--- src/rtl/calc_key_sequencer_if.sv ---
// -----------------------------------------------------------------------------
// calc_key_sequencer_if
//   Bundles the keypad-side strobe (tecla/ready) and the sequencer results
//   (N1/N2/OP/state/E/S/err) into one connection.
//   Parameter DIGITS : BCD digits per operand (1..8).
//   Modports
//     master : keypad/consumer side, drives tecla/ready and observes results.
//     slave  : sequencer side, observes tecla/ready and drives results.
// -----------------------------------------------------------------------------
interface calc_key_sequencer_if #(
   parameter int DIGITS = 2
);
   logic [3:0]          tecla;
   logic                ready;
   logic [4*DIGITS-1:0] N1;
   logic [4*DIGITS-1:0] N2;
   logic [3:0]          OP;
   logic [1:0]          state;
   logic                E;
   logic                S;
   logic                err;

   modport master (
      output tecla, ready,
      input  N1, N2, OP, state, E, S, err
   );

   modport slave (
      input  tecla, ready,
      output N1, N2, OP, state, E, S, err
   );
endinterface

--- src/rtl/calc_key_sequencer.sv ---
// -----------------------------------------------------------------------------
// calc_key_sequencer
//   Clocked keypad-entry FSM. Takes one key per rising edge of bus.ready,
//   assembles two multi-digit BCD operands with an operator between them and
//   pulses E for one cycle when '=' (D) completes the expression.
//   Ports
//     clk    : system clock, rising edge.
//     reset  : synchronous active-low reset.
//     bus    : calc_key_sequencer_if.slave
//              in  tecla[3:0], ready
//              out N1/N2 [4*DIGITS-1:0], OP[3:0], state[1:0], E, S, err
//   Parameter DIGITS : BCD digits per operand (1..8).
//   Optional feature macro CALC_BACKSPACE_EN : enables key E as backspace.
//   Without it key E is ignored in every state.
// -----------------------------------------------------------------------------
module calc_key_sequencer #(
   parameter int DIGITS = 2
) (
   input  logic                       clk,
   input  logic                       reset,
   calc_key_sequencer_if.slave        bus
);
   localparam int W  = 4 * DIGITS;
   localparam int CW = $clog2(DIGITS + 1);

   localparam logic [3:0] KEY_EQ  = 4'hD;
   localparam logic [3:0] KEY_BS  = 4'hE;
   localparam logic [3:0] KEY_CLR = 4'hF;

   typedef enum logic [1:0] {
      ST_N1 = 2'b00,
      ST_OP = 2'b01,
      ST_N2 = 2'b10,
      ST_RE = 2'b11
   } state_t;

   state_t         state_q, state_d;
   logic [W-1:0]   n1_q, n1_d;
   logic [W-1:0]   n2_q, n2_d;
   logic [3:0]     op_q, op_d;
   logic [CW-1:0]  cnt_q, cnt_d;
   logic           e_q, e_d;
   logic           err_q, err_d;
   logic           ready_q;
`ifdef CALC_BACKSPACE_EN
   // Digit count of N1 remembered when the operator is entered, so that
   // backspacing out of ST_OP resumes editing N1 where it left off.
   logic [CW-1:0]  cnt1_q, cnt1_d;
`endif

   logic accept;
   logic is_digit;
   logic is_op;
   logic cnt_full;
   logic cnt_zero;

   // Rising-edge detect; ready_q resets high so a key held across reset
   // release is not taken.
   assign accept   = bus.ready & ~ready_q;
   assign is_digit = (bus.tecla <= 4'd9);
   assign is_op    = (bus.tecla >= 4'hA) && (bus.tecla <= 4'hC);
   assign cnt_full = (cnt_q == CW'(DIGITS));
   assign cnt_zero = (cnt_q == '0);

   always_ff @(posedge clk) begin
      if (!reset) begin
         state_q <= ST_N1;
         n1_q    <= '0;
         n2_q    <= '0;
         op_q    <= '0;
         cnt_q   <= '0;
         e_q     <= 1'b0;
         err_q   <= 1'b0;
         ready_q <= 1'b1;
`ifdef CALC_BACKSPACE_EN
         cnt1_q  <= '0;
`endif
      end else begin
         state_q <= state_d;
         n1_q    <= n1_d;
         n2_q    <= n2_d;
         op_q    <= op_d;
         cnt_q   <= cnt_d;
         e_q     <= e_d;
         err_q   <= err_d;
         ready_q <= bus.ready;
`ifdef CALC_BACKSPACE_EN
         cnt1_q  <= cnt1_d;
`endif
      end
   end

   always_comb begin
      state_d = state_q;
      n1_d    = n1_q;
      n2_d    = n2_q;
      op_d    = op_q;
      cnt_d   = cnt_q;
      e_d     = 1'b0;
      err_d   = 1'b0;
`ifdef CALC_BACKSPACE_EN
      cnt1_d  = cnt1_q;
`endif
      if (accept) begin
         if (bus.tecla == KEY_CLR) begin
            n1_d    = '0;
            n2_d    = '0;
            op_d    = '0;
            cnt_d   = '0;
            state_d = ST_N1;
         end else begin
            case (state_q)
               ST_N1: begin
                  if (is_digit) begin
                     if (!cnt_full) begin
                        // Shift left one digit; new key enters at the LSD.
                        n1_d  = (n1_q << 4) | W'(bus.tecla);
                        cnt_d = cnt_q + CW'(1);
                     end else begin
                        err_d = 1'b1;
                     end
                  end else if (is_op) begin
                     if (!cnt_zero) begin
                        op_d    = bus.tecla;
                        cnt_d   = '0;
                        state_d = ST_OP;
`ifdef CALC_BACKSPACE_EN
                        cnt1_d  = cnt_q;
`endif
                     end else begin
                        err_d = 1'b1;
                     end
                  end else if (bus.tecla == KEY_EQ) begin
                     err_d = 1'b1;
                  end else if (bus.tecla == KEY_BS) begin
`ifdef CALC_BACKSPACE_EN
                     if (!cnt_zero) begin
                        n1_d  = n1_q >> 4;
                        cnt_d = cnt_q - CW'(1);
                     end else begin
                        err_d = 1'b1;
                     end
`endif
                  end
               end
               ST_OP: begin
                  if (is_digit) begin
                     n2_d    = W'(bus.tecla);
                     cnt_d   = CW'(1);
                     state_d = ST_N2;
                  end else if (is_op) begin
                     op_d = bus.tecla;
                  end else if (bus.tecla == KEY_EQ) begin
                     err_d = 1'b1;
                  end else if (bus.tecla == KEY_BS) begin
`ifdef CALC_BACKSPACE_EN
                     op_d    = '0;
                     cnt_d   = cnt1_q;
                     state_d = ST_N1;
`endif
                  end
               end
               ST_N2: begin
                  if (is_digit) begin
                     if (!cnt_full) begin
                        n2_d  = (n2_q << 4) | W'(bus.tecla);
                        cnt_d = cnt_q + CW'(1);
                     end else begin
                        err_d = 1'b1;
                     end
                  end else if (bus.tecla == KEY_EQ) begin
                     // An empty N2 (only reachable by backspacing) cannot
                     // be evaluated.
                     if (!cnt_zero) begin
                        e_d     = 1'b1;
                        state_d = ST_RE;
                     end else begin
                        err_d = 1'b1;
                     end
                  end else if (is_op) begin
                     err_d = 1'b1;
                  end else if (bus.tecla == KEY_BS) begin
`ifdef CALC_BACKSPACE_EN
                     if (!cnt_zero) begin
                        n2_d  = n2_q >> 4;
                        cnt_d = cnt_q - CW'(1);
                     end else begin
                        n2_d    = '0;
                        state_d = ST_OP;
                     end
`endif
                  end
               end
               ST_RE: begin
                  // Result is held for the ALU; only a digit starts a new
                  // expression, everything else is silently ignored.
                  if (is_digit) begin
                     n1_d    = W'(bus.tecla);
                     n2_d    = '0;
                     op_d    = '0;
                     cnt_d   = CW'(1);
                     state_d = ST_N1;
                  end
               end
               default: state_d = ST_N1;
            endcase
         end
      end
   end

   assign bus.N1    = n1_q;
   assign bus.N2    = n2_q;
   assign bus.OP    = op_q;
   assign bus.state = state_q;
   assign bus.E     = e_q;
   assign bus.err   = err_q;
   assign bus.S     = (state_q == ST_N1) && cnt_zero;

endmodule

--- src/flat_wrapper.sv ---
// flat-port wrapper written by rule: the top's interface ports become plain ports
module calc_key_sequencer_flat 
#(
   parameter int DIGITS = 2
)
  (clk, reset, bus_tecla, bus_ready, bus_N1, bus_N2, bus_OP, bus_state, bus_E, bus_S, bus_err);
  calc_key_sequencer_if #(.DIGITS(DIGITS)) bus_i ();
  input  logic clk;
  input  logic reset;
  input wire logic [$bits(bus_i.tecla)-1:0] bus_tecla;
  input wire logic [$bits(bus_i.ready)-1:0] bus_ready;
  output wire logic [$bits(bus_i.N1)-1:0] bus_N1;
  output wire logic [$bits(bus_i.N2)-1:0] bus_N2;
  output wire logic [$bits(bus_i.OP)-1:0] bus_OP;
  output wire logic [$bits(bus_i.state)-1:0] bus_state;
  output wire logic [$bits(bus_i.E)-1:0] bus_E;
  output wire logic [$bits(bus_i.S)-1:0] bus_S;
  output wire logic [$bits(bus_i.err)-1:0] bus_err;
  assign bus_i.tecla = bus_tecla;
  assign bus_i.ready = bus_ready;
  assign bus_N1 = bus_i.N1;
  assign bus_N2 = bus_i.N2;
  assign bus_OP = bus_i.OP;
  assign bus_state = bus_i.state;
  assign bus_E = bus_i.E;
  assign bus_S = bus_i.S;
  assign bus_err = bus_i.err;
  calc_key_sequencer #(.DIGITS(DIGITS)) u_core (.clk(clk), .reset(reset), .bus(bus_i));
endmodule
--- config.mk ---
export PLATFORM = sky130hd
export DESIGN_NAME = calc_key_sequencer_flat
export DESIGN_NICKNAME = d
export VERILOG_FILES = /design/src/rtl/calc_key_sequencer_if.sv /design/src/rtl/calc_key_sequencer.sv /design/src/flat_wrapper.sv
export SDC_FILE = /design/constraint.sdc
export NUM_CORES = 1
export LEC_CHECK = 0
export BUFFER_PORTS_ARGS = -buffer_cell sky130_fd_sc_hd__buf_2
export CORE_MARGIN = 3
export CORE_UTILIZATION = 35
export CTS_CLUSTER_SIZE = 14
export DETAILED_ROUTE_END_ITERATION = 7
export PLACE_DENSITY = 0.66
export SYNTH_ARGS = -nofsm -noshare
export SYNTH_HDL_FRONTEND = slang
export SYNTH_SLANG_ARGS = --single-unit
--- constraint.sdc ---
create_clock -name clk -period 3.7 [get_ports clk]
set_clock_uncertainty 0.2 [all_clocks]
set_input_delay 0.185 -clock clk [delete_from_list [all_inputs] [get_ports clk]]
set_output_delay 0.185 -clock clk [all_outputs]
set_load 0.01 [all_outputs]
==> Flow_metrics.wiki, run 1 <==
{| class="wikitable"
! Metric !! Value
|-
| Relative max-transition margin || 0.4658
|-
| Worst IR Drop VDD || 0.1219 mV
|-
| Clock Path Buffers || 2
|-
| Pin slew with the least headroom to its limit || 0.8014 ns
|-
| Dominant synthesized flop cell || dfxtp_1
|-
| Setup crit end kind || register
|-
| Slack of the worst reg-to-reg path || 1.64 ns
|-
| First-pass GRT wire length || 5492 µm
|-
| Min Hold Slack || 0.06232 ns
|-
| Die W || 71.88 µm
|-
| CTS tree || done
|-
| Placer Congestion || 0.9002
|-
| Pwr per Cell Area || 300.4 nW/µm²
|-
| Post-Syn Area || 1519 µm²
|-
| Warning count from the yosys run || 0
|-
| Combinational family with the most area after synthesis || simple AND/OR/NAND/NOR gates
|-
| Nets@finish || 221
|-
| Post-detailed-placement half-perimeter wirelength || 2370 µm
|-
| Number of remaining DRC errors || 0
|-
| Synth-to-layout area growth || 14.17%
|-
| Max incr delay on CP || 0.46 ns
|-
| Share of async-settable or async-resettable flops after synthesis || 0
|-
| Detailed-route wire length per cell || 12.87 µm
|-
| Depth of the CTS H-tree || 1
|-
| Area of the die || 5166 µm²
|-
| Number of violations reported at the end of detailed-routing iteration 0 || 61
|-
| Share of the clock period used by the worst path after layout || 0.5561
|-
| Synth Area in Compound Gates || 0.1318
|-
| Final worst path period need || 2.057 ns
|-
| Ports placed on the boundary || 32
|-
| Cells on worst reg2reg path || 6
|-
| Detail Route met2 WL || 1494 µm
|-
| Ratio of cells with drive above 1 in the final layout || 0.1902
|-
| Library cells used by synthesis || 37
|-
| DR vias || 1343
|-
| Gr usage total || 0.1303
|-
| Capturing point of the worst reg2reg path || u_core.bus.OP[0]
|-
| Area fraction in and, or, nand and nor cells after synthesis || 0.2348
|-
| #FFs+latches synth || 27
|-
| Worst R2R Start || u_core.bus.state[0]
|-
| Part of the Yosys area used for sequential elements || 0.3558
|-
| Cell-by-cell listing of the critical path || ha_1, o21bai_1, a21boi_1, o21ai_1, a2111o_1, mux2i_1
|-
| Number of failing hold endpoints at the final stage || 0
|-
| Post-route setup slack || 1.643 ns
|-
| Adder-Cell Fraction of Synth Area || 0.06590
|-
| Post-route setup TNS || 0 ns
|-
| Signal arrival time at the worst endpoint || 2.02 ns
|-
| Highest Signal Layer || met4
|-
| Mapped Avg Cell Area || 8.392 µm²
|-
| Max Freq || 486.1 MHz
|-
| Root buffer selected by CTS || clkbuf_8
|-
| Later-pin clock latency in the skew report || 0.27 ns
|-
| Maximum Capacitance Violations || 0
|-
| Syn nets || 196
|-
| Number of sinks handled by clock tree synthesis || 27
|-
| Height of the chip || 71.88 µm
|-
| Share of synthesized area spent on multiplexers || 0.1524
|-
| Clock transition at the register clock pins on the worst setup and hold paths after CTS || 0.09 ns
|-
| Worst min path class || input pin to register
|-
| Critical path data required time || 3.66 ns
|-
| Lkg Pwr || 0.8357 nW
|-
| Final-report max-slew violation count || 0
|-
| First-pass iteration count of the detailed router || 4
|-
| Post-synth top area cell || dfxtp_1
|-
| Total number of placement rows || 23
|-
| Routed Wire Length || 3281 µm
|-
| Area share of the largest cell type after synthesis || 0.3558
|-
| Startpoint of the tightest hold check path || bus_tecla[0]
|-
| Kind of critical path || register to register
|-
| Hold Path Cell Cnt || 3
|-
| Routed met1 length || 1558 µm
|-
| Post-DR vias/cell || 5.267
|-
| Met3 routed wirelength || 180 µm
|-
| Effective utilization at floorplan || 0.3717
|-
| Unrepaired setup endpoints after global routing || no
|-
| Worst-path maximum fanout || 8
|-
| Antenna-violating nets left || 0
|-
| XOR/XNOR share of the synthesized area || 0.005766
|-
| Count of endpoints failing setup in the final report || 0
|-
| Largest net degree at the start of global routing || 51
|-
| Total inserted antenna cells || 0
|-
| Count of buffers from port buffering || 31
|-
| Run status || completed
|-
| Leading cell types by count after synthesis || dfxtp_1 (27), nand2_1 (27), nand3_1 (25)
|-
| Source of the critical timing path || u_core.bus.state[0]
|-
| Placeable core region || 4086 µm²
|-
| Initial antenna violation count || 0
|-
| Number of global-route vias before repair || 1207
|-
| Total clock buffers created by CTS || 3
|-
| Worst hold endpoint || u_core.bus.OP[0]
|-
| Cells resized by post-CTS repair || 0
|-
| Biggest area contributors in the synthesized netlist || dfxtp_1 (36%), mux2i_1 (14%), nand3_1 (8.2%)
|-
| Slowest stage cell, crit path || a2111o_1
|-
| Number of enable flip-flop cells after synthesis || 0
|-
| Worst slack after detailed placement || 1.668 ns
|-
| Overflow left after global routing || 0
|-
| Synth Instances || 181
|-
| Crit path launch type || register
|}
layout make-up:
cell class,count,area [µm²]
clock buffers,3,41.29
clock inverters,1,5.005
fillers,446,2352
inverters,6,22.52
multi-input cells,136,897.1
flip-flops and latches,27,540.5
well taps,50,62.56
repair buffers,32,165.2
critical path: cells and delay by family, from the launching register on:
kind / cells / cell delay, ns
fa+ha+maj: 1 / 0.31
mux: 1 / 0.16
compound gates: 4 / 0.92
flops: 1 / 0.36
placed cells by master (no fill, tap or decap), types with 2 or more instances in the layout:
cell and count:
a21boi_1 2, a21oi_1 5, a31oi_1 2, buf_2 31, clkbuf_8 3, dfxtp_1 27, ha_1 8, inv_1 6
mux2i_1 22, nand2_1 27, nand2b_1 3, nand3_1 25, nand4_1 2, nor2_1 10, nor4b_1 2, o21a_1 3
o21ai_0 4, o21ai_1 3
routing by layer:
layer  global-route usage  vias to the layer above
met2               0.2173                       38
met3              0.01823                        9
met4              0.03758                        0
met5                    0                        -
li1                     -                      684
met1               0.1750                      612
how the worst max path moves through the flow:
stage | endpoint | depth (start not counted)
3_5_place_dp | u_core.bus.OP[0] | 6
3_3_place_gp | u_core.bus.OP[1] | 6
5_1_grt | u_core.bus.OP[0] | 6
6_report | u_core.bus.OP[0] | 6
4_1_cts | u_core.bus.OP[0] | 6
2_1_floorplan | u_core.bus.OP[0] | 7
report_power, final:
| part | switching, W | internal (W) |
|---|---|---|
| Clock | 0.0000933 | 0.0000755 |
| Sequential | 0.00000161 | 0.000293 |
| Combinational | 0.0000364 | 0.0000208 |
| Total | 0.000131 | 0.000390 |
through the flow:
stage	util	area, µm²	total power, W	instances
global placement	0.4106	1678	0.0003582	250
CTS	0.4244	1734	0.0005282	255
finish	0.4244	1734	0.0005210	255
detailed placement	0.4106	1678	0.0003579	250
global route	0.4244	1734	0.0005419	255
floorplan	-	1519	0.0003461	181
repair_timing:
item                                   4_1_cts  5_1_grt
setup buffers                                0        0
hold buffers                                 1        0
endpoints found under the hold margin        1        0
cells by family (layout without fill, tap and decap cells):
| group | after synthesis | in the layout |
|---|---|---|
| fa+ha+maj | 8 | 8 |
| simple gates | 75 | 75 |
| mux | 23 | 23 |
| compound gates | 29 | 29 |
| buf+inv | 18 | 42 |
| flops | 27 | 27 |
| xor+xnor | 1 | 1 |
flip-flops by register name, indices dropped and copies added, names as in the netlist:
register,cells
u_core.bus.OP,4
u_core.bus.N2,8
u_core.bus.state,2
u_core.cnt_q,2
u_core.ready_q,1
u_core.bus.E,1
u_core.bus.err,1
u_core.bus.N1,8
No activity file was read; power rests on OpenSTA's default activity.
==> run 2, diff against run 1 <==
==> constraint.sdc (replaced) <==
create_clock -name clk -period 2 [get_ports clk]
set_clock_uncertainty 0.2 [all_clocks]
set_input_delay 0.1 -clock clk [delete_from_list [all_inputs] [get_ports clk]]
set_output_delay 0.1 -clock clk [all_outputs]
set_load 0.01 [all_outputs]
==> Flow_metrics.wiki, run 2 (same netlist as run 1, synthesis figures left out) <==
{| class="wikitable"
! Metric !! Value
|-
| Later-pin clock latency in the skew report || 0.27 ns
|-
| Cell Area, Placed || 1743 µm²
|-
| Pwr per Cell Area || 516.0 nW/µm²
|-
| Area of the die || 5166 µm²
|-
| Number of remaining DRC errors || 0
|-
| Post-detailed-placement half-perimeter wirelength || 2491 µm
|-
| Worst min path class || input pin to register
|-
| Nets@finish || 235
|-
| Placer Congestion || 0.8348
|-
| Setup crit end kind || register
|-
| Total number of placement rows || 23
|-
| Cell Count, Final, Fillers Out || 269
|-
| Max Freq || 515.8 MHz
|-
| Ratio of cells with drive above 1 in the final layout || 0.2466
|-
| Crit path buf inv count || 0
|-
| Ports placed on the boundary || 32
|-
| Final core utilization || 0.4663
|-
| Overflow left after global routing || 0
|-
| Antenna-violating nets left || 0
|-
| Number of failing hold endpoints at the final stage || 0
|-
| Top library cells by usage in the layout, fill and taps aside || buf_2 (29), nand2_1 (26), nand3_1 (25), dfxtp_1 (25), mux2i_1 (22)
|-
| Final-report max-slew violation count || 0
|-
| First-pass GRT wire length || 5906 µm
|-
| Worst-path maximum fanout || 4
|-
| Synth-to-layout area growth || 25.45%
|-
| Worst IR Drop VDD || 0.2444 mV
|-
| Slowest stage cell, crit path || a2111o_1
|-
| Most common cell after layout, fill and taps aside || buf_2
|-
| Post-DR vias/cell || 5.175
|-
| Layout filler cell count || 424
|-
| Gr usage total || 0.1394
|-
| Relative max-transition margin || 0.7501
|-
| Placeable core region || 4086 µm²
|-
| CTS tree || done
|-
| Number of global-route vias before repair || 1283
|-
| Total inserted antenna cells || 0
|-
| Number of violations reported at the end of detailed-routing iteration 0 || 93
|-
| Lkg Pwr || 0.9276 nW
|-
| Worst slack after detailed placement || 0.005993 ns
|-
| Effective utilization at floorplan || 0.3717
|-
| Min Hold Slack || 0.01708 ns
|-
| Count of endpoints failing setup in the final report || 0
|-
| Root buffer selected by CTS || clkbuf_8
|-
| Clock transition at the register clock pins on the worst setup and hold paths after CTS || 0.09 ns
|-
| Depth of the CTS H-tree || 1
|-
| DR vias || 1392
|-
| Total clock buffers created by CTS || 3
|-
| Height of the chip || 71.88 µm
|-
| Post-route setup slack || 0.06144 ns
|-
| First-pass iteration count of the detailed router || 4
|-
| Pin slew with the least headroom to its limit || 0.3744 ns
|-
| Die W || 71.88 µm
|-
| Count of buffers from port buffering || 31
|-
| Share of the clock period used by the worst path after layout || 0.9693
|-
| Crit path launch type || register
|-
| Final instance area || 1906 µm²
|-
| Run status || completed
|-
| Routed Wire Length || 3493 µm
|-
| Area occupied by multi-input gates || 907.1 µm²
|-
| Top delay family on crit path || compound AO/OA/AOI/OAI gates
|-
| Largest net degree at the start of global routing || 33
|-
| Number of sinks handled by clock tree synthesis || 27
|-
| Maximum Capacitance Violations || 0
|-
| Initial antenna violation count || 0
|-
| Final worst path period need || 1.939 ns
|-
| Sequential cell area in the final layout || 545.5 µm²
|-
| Critical path data required time || 1.95 ns
|-
| Signal arrival time at the worst endpoint || 1.89 ns
|-
| Max incr delay on CP || 0.51 ns
|-
| # placed instances || 257
|-
| Kind of critical path || register to register
|-
| Detailed-route wire length per cell || 12.99 µm
|-
| Cell-by-cell listing of the critical path || ha_2, o21bai_1, a21boi_1, o21ai_1, a2111o_1, mux2i_1
|-
| Clock Path Buffers || 2
|}
[run 2: cell types whose count changed in the layout (fill, tap and decap cells not counted), sizes merged]
cell,previous run,this run
dlygate4sd3,1,3
clkinv,1,0
clkbuf,3,4
buf,31,41
dlymetal6s4s,0,2
[run 2: tightest hold or removal path, stage by stage]
cell	delay [ns]
buf_2	0.19
nand3_1	0.09
mux2i_1	0.06
[run 2: final timing paths]
| path | startpoint | end | slack [ns] | depth (start not counted) |
|---|---|---|---|---|
| max | u_core.bus.state[0] | u_core.bus.OP[0] | 0.06 | 6 |
| min | bus_tecla[1] | u_core.bus.N2[1] | 0.02 | 3 |
| max reg2reg | u_core.bus.state[0] | u_core.bus.OP[0] | 0.06 | 6 |
| min reg2reg | u_core.bus.N2[6] | u_core.bus.N2[6] | 0.26 | 2 |
[run 2: repair_timing]
action,CTS,global route
pin swaps,1,5
setup buffers,1,3
resized for setup,0,13
endpoints found under the setup margin,8,22
hold buffers,5,0
hold endpoints to repair,10,0
[run 2: per-stage QoR]
stage / setup TNS [ns] / total power, W
detailed placement: 0 / 0.0006734
global route: -0.004602 / 0.001026
floorplan: 0 / 0.0006402
CTS: 0 / 0.0009884
global placement: 0 / 0.0006731
finish: 0 / 0.0009834
[run 2: area by class of cell]
| cell class | count | area share |
|---|---|---|
| flip-flops and latches | 27 | 0.2863 |
| clock buffers | 4 | 0.02364 |
| repair buffers | 46 | 0.1694 |
| multi-input cells | 136 | 0.4760 |
| well taps | 50 | 0.03283 |
| inverters | 6 | 0.01182 |
[run 2: where the power goes]
part | total [W] | internal (W) | switching (W)
clock network | 0.000308 | 0.000143 | 0.000166
registers | 0.000544 | 0.000541 | 0.00000297
logic | 0.000131 | 0.0000573 | 0.0000733
[run 2: per-layer routing]
| metal | share of wire | up-vias | GRT usage |
|---|---|---|---|
| met4 | 0.011 | 0 | 0.05846 |
| met3 | 0.049 | 6 | 0.02244 |
| met1 | 0.46 | 635 | 0.1907 |
| met2 | 0.48 | 45 | 0.2173 |
| met5 | 0 | - | 0 |
| li1 | - | 706 | - |
